$ cat src/rtl/ram_port_arbiter_if.sv
`default_nettype none
// ============================================================================
// Module   : ram_port_arbiter_if
// Purpose  : Bundles the BIOS (B) and CPU (C) request ports plus the RAM macro
//            pins shared through ram_port_arbiter.
// Revision : 1.0 - initial release
// ============================================================================
interface ram_port_arbiter_if #(
    parameter int ADDR_WIDTH = 31,
    parameter int DATA_WIDTH = 31
);
    logic                  i_booted;

    logic                  i_b_req;
    logic                  i_b_we;
    logic [ADDR_WIDTH:0]   i_b_addr;
    logic [DATA_WIDTH:0]   i_b_wdata;
    logic [3:0]            i_b_be;
    logic                  o_b_gnt;
    logic                  o_b_rvalid;

    logic                  i_c_req;
    logic                  i_c_we;
    logic [ADDR_WIDTH:0]   i_c_addr;
    logic [DATA_WIDTH:0]   i_c_wdata;
    logic [3:0]            i_c_be;
    logic                  o_c_gnt;
    logic                  o_c_rvalid;

    logic [DATA_WIDTH:0]   o_rdata;

    logic                  o_ram_en;
    logic                  o_ram_we;
    logic [3:0]            o_ram_be;
    logic [ADDR_WIDTH:0]   o_ram_addr;
    logic [DATA_WIDTH:0]   o_ram_wdata;
    logic [DATA_WIDTH:0]   i_ram_rdata;

    // Arbiter side
    modport slave (
        input  i_booted,
        input  i_b_req, i_b_we, i_b_addr, i_b_wdata, i_b_be,
        output o_b_gnt, o_b_rvalid,
        input  i_c_req, i_c_we, i_c_addr, i_c_wdata, i_c_be,
        output o_c_gnt, o_c_rvalid,
        output o_rdata,
        output o_ram_en, o_ram_we, o_ram_be, o_ram_addr, o_ram_wdata,
        input  i_ram_rdata
    );

    // Requester / RAM-model side
    modport master (
        output i_booted,
        output i_b_req, i_b_we, i_b_addr, i_b_wdata, i_b_be,
        input  o_b_gnt, o_b_rvalid,
        output i_c_req, i_c_we, i_c_addr, i_c_wdata, i_c_be,
        input  o_c_gnt, o_c_rvalid,
        input  o_rdata,
        input  o_ram_en, o_ram_we, o_ram_be, o_ram_addr, o_ram_wdata,
        output i_ram_rdata
    );
endinterface
`default_nettype wire

$ cat src/rtl/ram_port_arbiter.sv
`default_nettype none
// ============================================================================
// Module   : ram_port_arbiter
// Purpose  : Round-robin arbiter sharing a single-port, 1-cycle-latency RAM
//            between the BIOS loader (B) and the CPU data port (C).
// Revision : 1.0 - initial release
// ============================================================================
module ram_port_arbiter #(
    parameter int ADDR_WIDTH = 31,
    parameter int DATA_WIDTH = 31
) (
    input  wire logic          clk,
    input  wire logic          rst,
    ram_port_arbiter_if.slave  bus
);

    typedef enum logic [0:0] {
        S_IDLE = 1'b0,
        S_RESP = 1'b1
    } state_t;

    state_t              r_state;
    state_t              w_state_nxt;
    logic                r_last_owner;   // 0 = B, 1 = C
    logic                r_resp_owner;
    logic [DATA_WIDTH:0] r_rdata;

    logic                w_eff_b;
    logic                w_eff_c;
    logic                w_issue;
    logic                w_win_c;
    logic                w_win_we;
    logic                w_resp;

    always_ff @(posedge clk) begin
        if (rst) begin
            r_state      <= S_IDLE;
            r_last_owner <= 1'b1;
            r_resp_owner <= 1'b0;
            r_rdata      <= '0;
        end else begin
            r_state <= w_state_nxt;
            if (w_issue) begin
                r_last_owner <= w_win_c;
                if (!w_win_we) begin
                    r_resp_owner <= w_win_c;
                end
            end
            if (w_resp) begin
                r_rdata <= bus.i_ram_rdata;
            end
        end
    end

    // Reset masks requests and the response strobe so nothing leaks out in the reset cycle
    always_comb begin
        w_state_nxt = r_state;
        w_issue     = 1'b0;
        w_win_c     = 1'b0;
        w_resp      = 1'b0;
        w_eff_b     = bus.i_b_req & ~rst;
        w_eff_c     = bus.i_c_req & bus.i_booted & ~rst;
        w_win_we    = 1'b0;
        case (r_state)
            S_IDLE: begin
                if (w_eff_b || w_eff_c) begin
                    w_issue  = 1'b1;
                    w_win_c  = w_eff_c & (~w_eff_b | ~r_last_owner);
                    w_win_we = w_win_c ? bus.i_c_we : bus.i_b_we;
                    if (!w_win_we) begin
                        w_state_nxt = S_RESP;
                    end
                end
            end
            S_RESP: begin
                w_resp      = ~rst;
                w_state_nxt = S_IDLE;
            end
            default: begin
                w_state_nxt = S_IDLE;
            end
        endcase
    end

    assign bus.o_ram_en    = w_issue;
    assign bus.o_ram_we    = w_issue & w_win_we;
    assign bus.o_ram_be    = (w_issue & w_win_we) ? (w_win_c ? bus.i_c_be : bus.i_b_be) : 4'b0000;
    assign bus.o_ram_addr  = (w_issue & w_win_c) ? bus.i_c_addr  : bus.i_b_addr;
    assign bus.o_ram_wdata = (w_issue & w_win_c) ? bus.i_c_wdata : bus.i_b_wdata;

    assign bus.o_b_gnt     = w_issue & ~w_win_c;
    assign bus.o_c_gnt     = w_issue &  w_win_c;

    assign bus.o_b_rvalid  = w_resp & ~r_resp_owner;
    assign bus.o_c_rvalid  = w_resp &  r_resp_owner;
    assign bus.o_rdata     = w_resp ? bus.i_ram_rdata : r_rdata;

endmodule
`default_nettype wire

$ cat src/flat_wrapper.sv
// flat-port wrapper written by rule: the top's interface ports become plain ports
module ram_port_arbiter_flat 
#(
    parameter int ADDR_WIDTH = 31,
    parameter int DATA_WIDTH = 31
)
  (clk, rst, bus_i_booted, bus_i_b_req, bus_i_b_we, bus_i_b_addr, bus_i_b_wdata, bus_i_b_be, bus_o_b_gnt, bus_o_b_rvalid, bus_i_c_req, bus_i_c_we, bus_i_c_addr, bus_i_c_wdata, bus_i_c_be, bus_o_c_gnt, bus_o_c_rvalid, bus_o_rdata, bus_o_ram_en, bus_o_ram_we, bus_o_ram_be, bus_o_ram_addr, bus_o_ram_wdata, bus_i_ram_rdata);
  ram_port_arbiter_if #(.ADDR_WIDTH(ADDR_WIDTH), .DATA_WIDTH(DATA_WIDTH)) bus_i ();
  input  wire logic clk;
  input  wire logic rst;
  input wire logic [$bits(bus_i.i_booted)-1:0] bus_i_booted;
  input wire logic [$bits(bus_i.i_b_req)-1:0] bus_i_b_req;
  input wire logic [$bits(bus_i.i_b_we)-1:0] bus_i_b_we;
  input wire logic [$bits(bus_i.i_b_addr)-1:0] bus_i_b_addr;
  input wire logic [$bits(bus_i.i_b_wdata)-1:0] bus_i_b_wdata;
  input wire logic [$bits(bus_i.i_b_be)-1:0] bus_i_b_be;
  output wire logic [$bits(bus_i.o_b_gnt)-1:0] bus_o_b_gnt;
  output wire logic [$bits(bus_i.o_b_rvalid)-1:0] bus_o_b_rvalid;
  input wire logic [$bits(bus_i.i_c_req)-1:0] bus_i_c_req;
  input wire logic [$bits(bus_i.i_c_we)-1:0] bus_i_c_we;
  input wire logic [$bits(bus_i.i_c_addr)-1:0] bus_i_c_addr;
  input wire logic [$bits(bus_i.i_c_wdata)-1:0] bus_i_c_wdata;
  input wire logic [$bits(bus_i.i_c_be)-1:0] bus_i_c_be;
  output wire logic [$bits(bus_i.o_c_gnt)-1:0] bus_o_c_gnt;
  output wire logic [$bits(bus_i.o_c_rvalid)-1:0] bus_o_c_rvalid;
  output wire logic [$bits(bus_i.o_rdata)-1:0] bus_o_rdata;
  output wire logic [$bits(bus_i.o_ram_en)-1:0] bus_o_ram_en;
  output wire logic [$bits(bus_i.o_ram_we)-1:0] bus_o_ram_we;
  output wire logic [$bits(bus_i.o_ram_be)-1:0] bus_o_ram_be;
  output wire logic [$bits(bus_i.o_ram_addr)-1:0] bus_o_ram_addr;
  output wire logic [$bits(bus_i.o_ram_wdata)-1:0] bus_o_ram_wdata;
  input wire logic [$bits(bus_i.i_ram_rdata)-1:0] bus_i_ram_rdata;
  assign bus_i.i_booted = bus_i_booted;
  assign bus_i.i_b_req = bus_i_b_req;
  assign bus_i.i_b_we = bus_i_b_we;
  assign bus_i.i_b_addr = bus_i_b_addr;
  assign bus_i.i_b_wdata = bus_i_b_wdata;
  assign bus_i.i_b_be = bus_i_b_be;
  assign bus_o_b_gnt = bus_i.o_b_gnt;
  assign bus_o_b_rvalid = bus_i.o_b_rvalid;
  assign bus_i.i_c_req = bus_i_c_req;
  assign bus_i.i_c_we = bus_i_c_we;
  assign bus_i.i_c_addr = bus_i_c_addr;
  assign bus_i.i_c_wdata = bus_i_c_wdata;
  assign bus_i.i_c_be = bus_i_c_be;
  assign bus_o_c_gnt = bus_i.o_c_gnt;
  assign bus_o_c_rvalid = bus_i.o_c_rvalid;
  assign bus_o_rdata = bus_i.o_rdata;
  assign bus_o_ram_en = bus_i.o_ram_en;
  assign bus_o_ram_we = bus_i.o_ram_we;
  assign bus_o_ram_be = bus_i.o_ram_be;
  assign bus_o_ram_addr = bus_i.o_ram_addr;
  assign bus_o_ram_wdata = bus_i.o_ram_wdata;
  assign bus_i.i_ram_rdata = bus_i_ram_rdata;
  ram_port_arbiter #(.ADDR_WIDTH(ADDR_WIDTH), .DATA_WIDTH(DATA_WIDTH)) u_core (.clk(clk), .rst(rst), .bus(bus_i));
endmodule
$ cat config.mk
export PLATFORM = sky130hd
export DESIGN_NAME = ram_port_arbiter_flat
export DESIGN_NICKNAME = d
export VERILOG_FILES = /design/src/rtl/ram_port_arbiter_if.sv /design/src/rtl/ram_port_arbiter.sv /design/src/flat_wrapper.sv
export SDC_FILE = /design/constraint.sdc
export NUM_CORES = 1
export LEC_CHECK = 0
export ABC_CLOCK_PERIOD_IN_PS = 4600
export CAP_MARGIN = 20
export CORE_MARGIN = 8
export CORE_UTILIZATION = 32
export DETAILED_ROUTE_END_ITERATION = 8
export PLACE_DENSITY = 0.93
export SYNTH_ARGS = -nofsm -noshare
export SYNTH_HDL_FRONTEND = slang
export SYNTH_SLANG_ARGS = --single-unit
$ cat constraint.sdc
create_clock -name clk -period 4.6 [get_ports clk]
set_input_delay 0.92 -clock clk [delete_from_list [all_inputs] [get_ports clk]]
set_output_delay 0.92 -clock clk [all_outputs]
set_load 0.02 [all_outputs]
# Yosys cells after proc, flatten, opt, wreduce, memory -nomap -nowiden
# Index checks and enable logic that the tools add are counted.
# op_classes
n_mux	16
bitwise	17
n_reduce_logical	2
# ops
op	count
$mux W32	3
$mux W1	10
$and A1 B1 Y1	9
$mux W4	2
$not A1 Y1	7
$pmux W1 S2	1
$reduce_and A2 Y1	1
$logic_or A1 B1 Y1	1
$or A1 B1 Y1	1
# word_totals
register_bits	35
inputBits	175
output_inout_bits	106
word_cells	39

# Logic depth before layout (Yosys ltp)
# depth
word_depth	10
depth_mapped	7
mapped_depth_nobuf	4

# Least setup slack after synthesis
# No wires, ideal clock.
# synth_timing
kind	input -> output
startpoint	in bus_i_b_req
endpoint	out bus_o_ram_be[0]
t_arrival_ns	2.088
setup_slack_ns	1.592
stages	4
path_buffers	1
cell_sequence	and2_1 -> clkbuf_1 -> or4_4 -> a22oi_1
# synth_via
elab_chain_cells	9
# synth_lines
element	line	source
start, declared	flat_wrapper.sv:12	input wire logic [$bits(bus_i.i_b_req)-1:0] bus_i_b_req;
$and A1 B1 Y1 (*)	ram_port_arbiter.sv:61	w_eff_b = bus.i_b_req & ~rst;
$not A1 Y1	ram_port_arbiter.sv:68	w_win_c = w_eff_c & (~w_eff_b | ~r_last_owner);
$or A1 B1 Y1	ram_port_arbiter.sv:68	
$and A1 B1 Y1	ram_port_arbiter.sv:68	
$mux W1	ram_port_arbiter.sv:69	w_win_we = w_win_c ? bus.i_c_we : bus.i_b_we;
$mux W1	ram_port_arbiter.sv:66	if (w_eff_b || w_eff_c) begin
$mux W1	ram_port_arbiter.sv:64	case (r_state)
$and A1 B1 Y1	ram_port_arbiter.sv:87	assign bus.o_ram_be = (w_issue & w_win_we) ? (w_win_c ? bus.i_c_be : bus.i_b_be) : 4'b0000;
$mux W4 (*)	ram_port_arbiter.sv:87	
end, declared	flat_wrapper.sv:29	output wire logic [$bits(bus_i.o_ram_be)-1:0] bus_o_ram_be;
# Every way passes the cells marked *; elsewhere a longest branch is shown, timed or not.

# Worst setup path in the final report
# layout_timing
startpoint	in bus_i_b_req
endpoint	out bus_o_ram_wdata[10]
# layout_via
elab_chain_cells	8
# layout_lines
element	line	source
$and A1 B1 Y1 (*)	ram_port_arbiter.sv:61	
$not A1 Y1	ram_port_arbiter.sv:68	
$or A1 B1 Y1	ram_port_arbiter.sv:68	
$and A1 B1 Y1	ram_port_arbiter.sv:68	
$mux W1	ram_port_arbiter.sv:66	
$mux W1	ram_port_arbiter.sv:64	
$and A1 B1 Y1 (*)	ram_port_arbiter.sv:89	assign bus.o_ram_wdata = (w_issue & w_win_c) ? bus.i_c_wdata : bus.i_b_wdata;
$mux W32 (*)	ram_port_arbiter.sv:89	
end, declared	flat_wrapper.sv:31	output wire logic [$bits(bus_i.o_ram_wdata)-1:0] bus_o_ram_wdata;
# Marks and branches as above.

==> results.toml <==
[cts]
path_clk_slew_ns = 0.07
root_buffer = "clkbuf_8"
cts_buffer_depth = 2
hold_buffers = 0
htree_num_levels = 2
cts_inserted_buffers = 5
cts_tree = "done"
post_cts_resized = 0
clock_latency_ns = 0.28
clock-sinks = 35
post_cts_buffers = 0

[synth]
synth_cell_types = 30
synth_top_area_share_pct = 25.3
syn-instance-count = 255
synthArstFlopShare_pct = 0
synthesis.nets = 430
synth_area_leader_cell = "dfxtp_1"
synth_edf_count = 0
ys_seq_area_share_pct = 25.3
synth_ff_type = "dfxtp_1"
yosys-top-cells-area = "dfxtp_1, mux2_2, mux2_4, mux2i_1, nor2_1"
synth_commonest_cells = "mux2_2, mux2_4, dfxtp_1"
ys_warn_count = 0
synth.most_common_cell = "mux2_2"
yosys_register_bits = 35
netlist_area_sq_um = 2770
postSynthAreaPerCell_sq_um = 10.8

[worst_setup_path]
slowest_stage = "clkdlybuf4s50_1"
cp_num_buf_inv = 3
cp.arrival_ns = 3.24
crit_family = "buffers and inverters"
crit_chain = "clkdlybuf4s50_1, nand2_1, nand3_4, buf_4, mux2_2, clkdlybuf4s50_1"
crit_path_max_fanout = 17
path_class = "primary input to primary output"
required_ns = 3.68
crit_path_end_kind = "primary output"
crit_top_cell = "clkdlybuf4s50_1"
crit_path_start_kind = "primary input"
max_stage_delay_ns = 0.56

[global_routing]
grt_antenna_before_repair = 3
grt_busiest_layer = "met2"
use_met1_pct = 22.6
grt_max_degree = 25
use_met3_pct = 8.69
grt_pass1_vias = 3377
grt_usage_pct = 22.5
use_met2_pct = 42.0
grt_pass1_wl_um = 20200
gr-total-overflow = 0

[drt]
wl_per_cell_um = 22.7
firstDrtPassIters = 4
wirelength_um = 14500
drt_iter0_drc = 154
via_per_inst = 4.85
vias = 3102
drc = 0
ant_nets = 0

[floorplanning]
ios = 281
fp-row-count = 34
dieArea_sq_um = 11900
die_w_um = 109
core_sq_um = 8550
start_util_pct = 32.4
fp.dieH_um = 109

[sta]
final_hold_viol_count = 0
whs_ns = 0.489
tns_ns = 0
fin_skew_ns = 0.00564
timing.fmax_ghz = 0.241
period_needed_ns = 4.16
drv_slew = 0
period_share_pct = 90.3
slew_headroom_pct = 67.4
setup_viol = 0
worst_pin_slew_ns = 0.489
rsz0062_at_grt = "no"

[cells_and_area]
instances_no_fill = 639
drive_gt1_share_pct = 22.8
synthToLayoutAreaGrowth_pct = 108
final_nets = 705
diodes = 0
nFillCells = 662

[place]
place.gp.congestion = 0.953
io_buffers = 280
dp_hpwl_um = 12500
dp_cells = 631

[job]
cap_violations = 0

[run_status]
status = "finished clean"

[power]
p_total_w = 0.00105
power.density_nw_per_um2 = 183
leakagePower_nw = 2.36
vdd_drop_max_mv = 0.159

[worst_hold_path]
hold_path_class = "register to register"
[per-layer routing]
layer / vias to the layer above / part of all wire, % / routed length (um)
met4: 6 / 2.1 / 309
met1: 1439 / 36 / 5230
li1: 1473 / - / -
met2: 157 / 51 / 7390
met3: 27 / 10 / 1520
met5: - / 0.23 / 34
[report_power, final]
group	switching, W	leakage (nW)	total (W)	internal, W
Clock	0.000106	0.0422	0.000212	0.000106
Combinational	0.000201	2.03	0.000514	0.000313
Sequential	0.0000103	0.285	0.000327	0.000317
Total	0.000317	2.36	0.00105	0.000736
[path summary, 6_finish.rpt]
| kind | startpoint | endpoint | slack [ns] | cells past startpoint |
|---|---|---|---|---|
| max | bus_i_b_req | bus_o_ram_wdata[10] | 0.44 | 6 |
| min | u_core.r_rdata[30]$_SDFF_PP0_ | u_core.r_rdata[30]$_SDFF_PP0_ | 0.49 | 2 |
| max reg2reg | u_core.r_state$_SDFF_PP0_ | u_core.r_last_owner$_SDFFE_PP1P_ | 2.90 | 5 |
| min reg2reg | u_core.r_rdata[30]$_SDFF_PP0_ | u_core.r_rdata[30]$_SDFF_PP0_ | 0.49 | 2 |
[cells by family (layout without fill, tap and decap cells)]
kind of cell | after synthesis | in the layout | synth area share (%)
mux | 128 | 128 | 55.8
simple gates | 52 | 52 | 8.91
flops | 35 | 35 | 25.3
buf+inv | 24 | 300 | 5.07
compound gates | 16 | 16 | 4.89
[area by class of cell]
type	instances	area (sq um)	area share [%]
clock buffers	7	76.3	1.33
clock inverters	1	5.00	0.0871
inverters	4	15.0	0.261
multi-input cells	196	1930	33.7
flip-flops and latches	35	702	12.2
well taps	108	135	2.35
repair buffers	288	2880	50.1
[cells in the final DEF (no fill, tap or decap), types with 2 or more instances in the layout]
| cell type | Yosys | layout |
|---|---|---|
| a22oi_1 | 4 | 4 |
| and2_1 | 2 | 2 |
| buf_12 | 0 | 2 |
| buf_4 | 0 | 10 |
| clkbuf_1 | 4 | 2 |
| clkbuf_8 | 0 | 5 |
| clkdlybuf4s50_1 | 0 | 276 |
| dfxtp_1 | 35 | 34 |
| inv_1 | 3 | 3 |
| mux2_2 | 58 | 58 |
| mux2_4 | 38 | 38 |
| mux2i_1 | 32 | 32 |
| nand2_1 | 4 | 4 |
| nand2b_1 | 2 | 2 |
| nand4_1 | 4 | 4 |
| nor2_1 | 34 | 34 |
| o31ai_1 | 5 | 5 |
[worst min-delay path, delay by kind of cell (launching register included)]
| family | cells | cell delay, ns |
|---|---|---|
| multiplexers | 1 | 0.06 |
| flip-flops | 1 | 0.32 |
| AND/OR/NAND/NOR | 1 | 0.07 |
[flip-flops by register name, indices dropped and copies added, names as in the netlist]
name and count:
u_core.r_last_owner 1, u_core.r_state 1, u_core.r_resp_owner 1, u_core.r_rdata 32
[stage by stage]
step	utilization, %	cell area [sq um]	setup slack [ns]
2_1_floorplan	-	2770	1.59
3_3_place_gp	66.2	5660	0.561
3_5_place_dp	66.2	5660	0.467
4_1_cts	67.2	5740	0.464
5_1_grt	67.2	5740	0.385
6_report	67.2	5740	0.445
Power figures use the tool's default switching activity.
